<file path="src/rtl/uart_rx_word_packer.sv">
// uart_rx_word_packer: packs received UART bytes little-endian into words for the RX word FIFO
module uart_rx_word_packer #(
  parameter int WORD_WIDTH    = 32,
  parameter int BYTE_WIDTH    = 8,
  parameter int CLK_FREQ      = 200_000_000,
  parameter int BAUD_RATE     = 115200,
  parameter int TIMEOUT_BYTES = 4
) (
  input  logic                                        clock,
  input  logic                                        reset,
  input  logic                                        rx_valid,
  input  logic [BYTE_WIDTH-1:0]                       rx_data,
  input  logic                                        rx_frame_err,
  input  logic                                        fifo_full,
  input  logic                                        clear_flags,
  output logic                                        word_write,
  output logic [WORD_WIDTH-1:0]                       word_data,
  output logic [$clog2(WORD_WIDTH/BYTE_WIDTH)-1:0]    byte_count,
  output logic                                        overflow,
  output logic                                        timeout_flush
);
  localparam int BYTES_PER_WORD = WORD_WIDTH / BYTE_WIDTH;
  localparam int TIMEOUT_CYCLES = TIMEOUT_BYTES * 10 * (CLK_FREQ / BAUD_RATE);
  localparam int CW = $clog2(BYTES_PER_WORD);
  localparam int TW = $clog2(TIMEOUT_CYCLES + 1);
  typedef enum logic [1:0] {IDLE, COLLECT, HOLD} state_t;
  state_t state, state_d;
  logic [CW-1:0] cnt_d;
  logic [WORD_WIDTH-1:0] data_d;
  logic [TW-1:0] timer, timer_d;
  logic wr_q, wr_d, ovf_d, flush_d;
  logic last;
  assign last = byte_count == CW'(BYTES_PER_WORD - 1);
  // A held word is written in the same cycle the FIFO frees up, so no write ever lands on a full FIFO
  assign word_write = wr_q | (state == HOLD && !fifo_full);
  // Next-state logic: frame errors and timeouts drop partial words, HOLD drops incoming bytes
  always_comb begin
    state_d = state;
    cnt_d   = byte_count;
    data_d  = word_data;
    timer_d = timer;
    wr_d    = 1'b0;
    flush_d = 1'b0;
    ovf_d   = overflow & ~clear_flags;
    if (state == HOLD) begin
      state_d = fifo_full ? HOLD : IDLE;
      ovf_d   = ovf_d | rx_valid;
    end else if (rx_frame_err) begin
      state_d = IDLE;
      cnt_d   = '0;
      timer_d = '0;
    end else if (rx_valid) begin
      data_d[int'(byte_count)*BYTE_WIDTH +: BYTE_WIDTH] = rx_data;
      cnt_d   = byte_count + 1'b1;
      timer_d = '0;
      state_d = !last ? COLLECT : fifo_full ? HOLD : IDLE;
      wr_d    = last & ~fifo_full;
    end else if (state == COLLECT) begin
      flush_d = timer == TW'(TIMEOUT_CYCLES);
      state_d = flush_d ? IDLE : COLLECT;
      cnt_d   = flush_d ? '0 : byte_count;
      timer_d = flush_d ? '0 : timer + 1'b1;
    end
  end
  // State and output registers, cleared asynchronously
  always_ff @(posedge clock or negedge reset) begin
    if (!reset) begin
      state         <= IDLE;
      byte_count    <= '0;
      word_data     <= '0;
      timer         <= '0;
      wr_q          <= 1'b0;
      overflow      <= 1'b0;
      timeout_flush <= 1'b0;
    end else begin
      state         <= state_d;
      byte_count    <= cnt_d;
      word_data     <= data_d;
      timer         <= timer_d;
      wr_q          <= wr_d;
      overflow      <= ovf_d;
      timeout_flush <= flush_d;
    end
  end
endmodule

</file>
<file path="config.mk">
export PLATFORM = sky130hd
export DESIGN_NAME = uart_rx_word_packer
export DESIGN_NICKNAME = d
export VERILOG_FILES = /design/src/rtl/uart_rx_word_packer.sv
export SDC_FILE = /design/constraint.sdc
export NUM_CORES = 1
export LEC_CHECK = 0
export CORE_ASPECT_RATIO = 0.75
export CORE_UTILIZATION = 55
export DETAILED_ROUTE_END_ITERATION = 10
export HOLD_SLACK_MARGIN = 0.12
export PLACE_DENSITY = 0.84
export SLEW_MARGIN = 20
export SYNTH_ARGS = -nofsm -noshare
export SYNTH_HDL_FRONTEND = slang
export SYNTH_SLANG_ARGS = --single-unit
</file>
<file path="constraint.sdc">
create_clock -name clock -period 4.2 [get_ports clock]
set_clock_uncertainty 0.2 [all_clocks]
set_input_delay 0.84 -clock clock [delete_from_list [all_inputs] [get_ports clock]]
set_output_delay 0.84 -clock clock [all_outputs]
set_load 0.005 [all_outputs]
</file>
## Word level (Yosys, flattened, before mapping)

Index checks and enable logic that the tools add are counted.

| cells by class | value |
|---|---|
| reductions and logical operators | 8 |
| add/sub/neg operators | 3 |
| eq/ne operators | 4 |
| bitwise gates (word level) | 8 |
| shifts and indexed selects | 2 |
| muxes and demuxes | 24 |

Operators by type and width:

| operator | number |
|---|---|
| 17-bit 2-to-1 mux | 4 |
| 5-bit negator with 33-bit output | 1 |
| 8-bit by 33-bit variable shift with 32-bit output, first input constant | 1 |
| 8-bit by 33-bit indexed part select with 32-bit output | 1 |
| 32-bit bitwise mux | 1 |
| 2-bit 2-to-1 mux | 10 |
| 17-bit by 1-bit adder with 17-bit output, second input constant | 1 |
| 17-bit equality test, second input constant | 1 |
| 1-bit 2-to-1 mux | 9 |
| 3-bit AND reduction | 2 |
| 3-bit nonzero test | 2 |
| 2-bit equality test, second input constant | 2 |
| 1-bit inverter | 4 |
| 4-bit nonzero test | 1 |
| 2-bit by 1-bit adder with 2-bit output, second input constant | 1 |
| 1-bit bitwise AND | 2 |
| 2-bit by 1-bit equality test with 1-bit output, second input constant | 1 |
| 1-bit bitwise OR | 2 |
| 2-bit AND reduction | 1 |
| 1-bit logical AND | 1 |
| 1-bit logical NOT | 1 |

| storage, ports and cells | value |
|---|---|
| output and inout port bits | 37 |
| bits of input ports | 14 |
| bits in registers | 56 |
| word-level logic and storage cells | 56 |

## Logic depth before layout (Yosys ltp)

| depth | value |
|---|---|
| depth in word-level cells | 6 |
| depth in mapped cells | 8 |
| gate-level depth less buffers | 6 |

## Least setup slack after synthesis

Ideal clock, no wire load.

| timing | value |
|---|---|
| kind | input-to-reg |
| from | in rx_valid |
| to | reg word_data[24] |
| slack | 1.664 ns |
| required time | 3.930 ns |
| stages on the path | 4 |
| setup time | 0.070 ns |
| arrival | 2.266 ns |
| path buffers | 1 |
| cell sequence | clkbuf_1 > nand3_1 > nor4_1 > a22o_1 |

| on the way | value |
|---|---|
| longest elaborated chain between the ends | 1 |

Ends and longest elaborated chain:

| item | RTL line | text |
|---|---|---|
| start, declared | 11 | `input logic rx_valid,` |
| 3-bit AND reduction (no line) | -- |  |
| end signal, assigned | 78 | `word_data <= data_d;` |
| end, declared | 17 | `output logic [WORD_WIDTH-1:0] word_data,` |

Every way passes these cells.
A chain may end at the register's enable or synchronous reset.

## Final worst setup path

| timing | value |
|---|---|
| from | in rx_valid |
| to | reg word_data[1] |

The elaborated chain is that of the path after synthesis.

==> flow_metrics.py <==
metrics = {
    "layout": {
        "drive_above_1_share_pct": 5.18,
        "fin_area_sq_um": 3270,
        "final_nets": 331,
        "final_cells": 366,
        "area_delta_synth_final_pct": 25.8,
        "antenna_cells": 0,
        "post-route-util_pct": 72.8,
    },
    "sta": {
        "tightest_slew_ns": 0.999,
        "tns_ns": 0,
        "maxSlewHeadroom_pct": 33.3,
        "postLayoutSetupSlackWorst_ns": 1.15,
        "fmax_mhz": 328,
        "period_minus_slack_ns": 3.05,
        "grt_setup_unrepaired": "no",
        "fin_crit_sh_pct": 72.7,
        "hold_ws_ns": 0.291,
        "final-setup-viol-count": 0,
        "hold_viol": 0,
        "final_max_slew_viol_count": 0,
    },
    "logic_synthesis": {
        "synth_warnings": 0,
        "synthTopCellsByArea": "dfrtp_1 54%, nand2_1 7.2%, a22o_1 5.4%",
        "syn-mean-instance-area_sq_um": 10.1,
        "ys_ff_latch": 56,
        "ys_types": 39,
        "synth_top_area_share_pct": 53.9,
        "yosysTopAreaCell": "dfrtp_1",
        "synth_edf_count": 0,
        "ys_seq_area_share_pct": 53.9,
        "synth_common_cells": "56 x dfrtp_1, 50 x nand2_1, 23 x o21ai_0, 16 x a22o_1",
        "synthArstFlopShare_pct": 100,
        "syn_area_sq_um": 2600,
        "synth_most_common_cell": "dfrtp_1",
        "synth_ff_type": "dfrtp_1",
        "syn_nets": 280,
        "synthCells": 257,
    },
    "critical_path": {
        "cp.arrival_ns": 3.10,
        "path_class": "in2reg",
        "worstPathRequired_ns": 4.25,
        "rrSetupSlack_ns": 1.34,
        "r2r-end": "byte_count[1]$_DFFE_PN0P_",
        "r2r.worst_path.cells": 6,
        "rr_startpoint": "timer[0]$_DFFE_PN0P_",
        "cp_max_fo": 11,
        "critPathLaunchType": "primary input",
        "crit_path_end_kind": "flop",
    },
    "detailed_routing": {
        "drc": 0,
        "firstDrtPassIters": 4,
        "vias": 2252,
        "wire_per_inst_um": 17.8,
        "routed_wirelength_mm": 6.50,
        "viasPerCell": 6.15,
        "drt_iter0_drc": 120,
        "final_antenna_net_count": 0,
    },
    "hold_path": {
        "hold_path_end": "word_data[20]$_DFFE_PN0P_",
        "hold_depth": 2,
        "min_from": "word_data[20]$_DFFE_PN0P_",
        "min_path_type": "reg2reg",
    },
    "placement": {
        "dp_hpwl_mm": 4.63,
        "dpl.cell_count": 358,
        "place_area_sq_um": 3150,
        "post-place-ws_ns": 0.845,
        "place.gp.congestion": 0.819,
        "port_buffers": 50,
    },
    "grt": {
        "grt_pass1_wl_mm": 10.0,
        "grt_busiest_layer": "met1",
        "grt_use_met1_pct": 43.0,
        "grtUsageTotal_pct": 27.4,
        "grt_pass1_vias": 1944,
        "use_met3_pct": 6.67,
        "grt_max_degree": 31,
        "grt_antenna_before_repair": 0,
        "grt_overflow": 0,
        "grt_use_met2_pct": 36.5,
    },
    "floorplan": {
        "io_pins": 51,
        "die_y_um": 61.6,
        "core_sq_um": 4490,
        "floorplan.initialDensity_pct": 57.9,
        "die_w_um": 81.4,
        "rows": 21,
        "design.die.area_sq_um": 5010,
    },
    "clock_tree": {
        "clockBufferDepth": 2,
        "clk_latency_ns": 0.31,
        "hold_buffers": 0,
        "clk_pin_slew_ns": 0.10,
        "cts_resized": 0,
        "cts-buffers-inserted": 5,
        "cts.sinks": 56,
        "htree_num_levels": 2,
        "cts_tree": "built",
        "cts-root-buf": "clkbuf_8",
        "post-cts-setup-buffers": 0,
    },
    "pwr": {
        "power.leakage_nw": 1.36,
        "power.density_nw_per_um2": 347,
        "p_total_mw": 1.14,
        "ir_worst_vdd_mv": 0.204,
    },
    "outcome": {
        "status": "finished, final reports clean",
    },
    "job": {
        "maxCapViolCount": 0,
    },
}
-- state kept, by name (all words and copies together), names as in the netlist --
register,count
word_data,32
timer,17
byte_count,2
wr_q,1
state,2
overflow,1
timeout_flush,1
-- layout make-up --
type                            count  area [sq um]
Sequential cell                    56          1400
Fill cell                         321          1220
Timing Repair Buffer               53           518
Tap cell                           57          71.3
Clock buffer                        7          96.3
Clock inverter                      1          30.0
Multi-Input combinational cell    182          1120
Inverter                           10          37.5
-- worst max path at each step --
stage / slack [ns] / end / cells past startpoint / from
6_report: 1.15 / word_data[1]$_DFFE_PN0P_ / 5 / rx_valid
3_5_place_dp: 0.84 / word_data[2]$_DFFE_PN0P_ / 5 / rx_valid
2_1_floorplan: 1.66 / word_data[24]$_DFFE_PN0P_ / 4 / rx_valid
3_3_place_gp: 1.00 / timer[16]$_DFFE_PN0P_ / 5 / rx_valid
5_1_grt: 0.95 / word_data[7]$_DFFE_PN0P_ / 5 / rx_valid
4_1_cts: 1.15 / word_write / 4 / fifo_full
-- power breakdown --
| part | switching (mW) | leakage, nW | total (mW) | internal [mW] |
|---|---|---|---|---|
| Clock | 0.174 | 0.0645 | 0.385 | 0.211 |
| Sequential | 0.0195 | 0.772 | 0.586 | 0.567 |
| Combinational | 0.0779 | 0.525 | 0.165 | 0.0867 |
| Total | 0.272 | 1.36 | 1.14 | 0.864 |
-- kinds of logic (layout without fill, tap and decap cells) --
| family | count (synthesis) | in the layout | share of synthesized area [%] |
|---|---|---|---|
| flops | 56 | 56 | 53.9 |
| compound gates | 70 | 70 | 17.8 |
| mux | 1 | 1 | 0.385 |
| fa+ha+maj | 9 | 9 | 4.33 |
| simple gates | 101 | 101 | 20.1 |
| xor+xnor | 1 | 1 | 0.337 |
| buf+inv | 19 | 71 | 3.13 |
-- critical path: stages --
cell and delay, ns:
clkdlybuf4s50_1 0.67, nor2b_1 0.29, nand3b_1 0.33, nor4b_2 0.74
a22o_1 0.24
-- cell usage in the layout (no fill, tap or decap), drive strengths merged, types with 2 or more instances in the layout --
master,instances
a21oi,11
nor4,2
o211ai,2
o31ai,5
or3,3
nor4b,2
ha,9
o22ai,3
clkbuf,7
nor3,2
nor2b,2
or4,7
and3,2
o21ai,23
clkdlybuf4s50,49
a22o,16
or4b,3
buf,4
nor2,6
inv,10
nand4,4
nand2,50
and4,2
nand4b,2
nand3,9
nor3b,2
o311ai,2
dfrtp,56
a31oi,6
-- per-layer routing --
metal | share of wire [%] | wire (um) | vias to the layer above
met3 | 7.3 | 476 | 13
met4 | 1.2 | 79 | 0
met1 | 48 | 3090 | 1087
li1 | - | - | 1042
met2 | 44 | 2850 | 110
met5 | 0 | 0 | -
No activity file was read; power rests on OpenSTA's default activity.
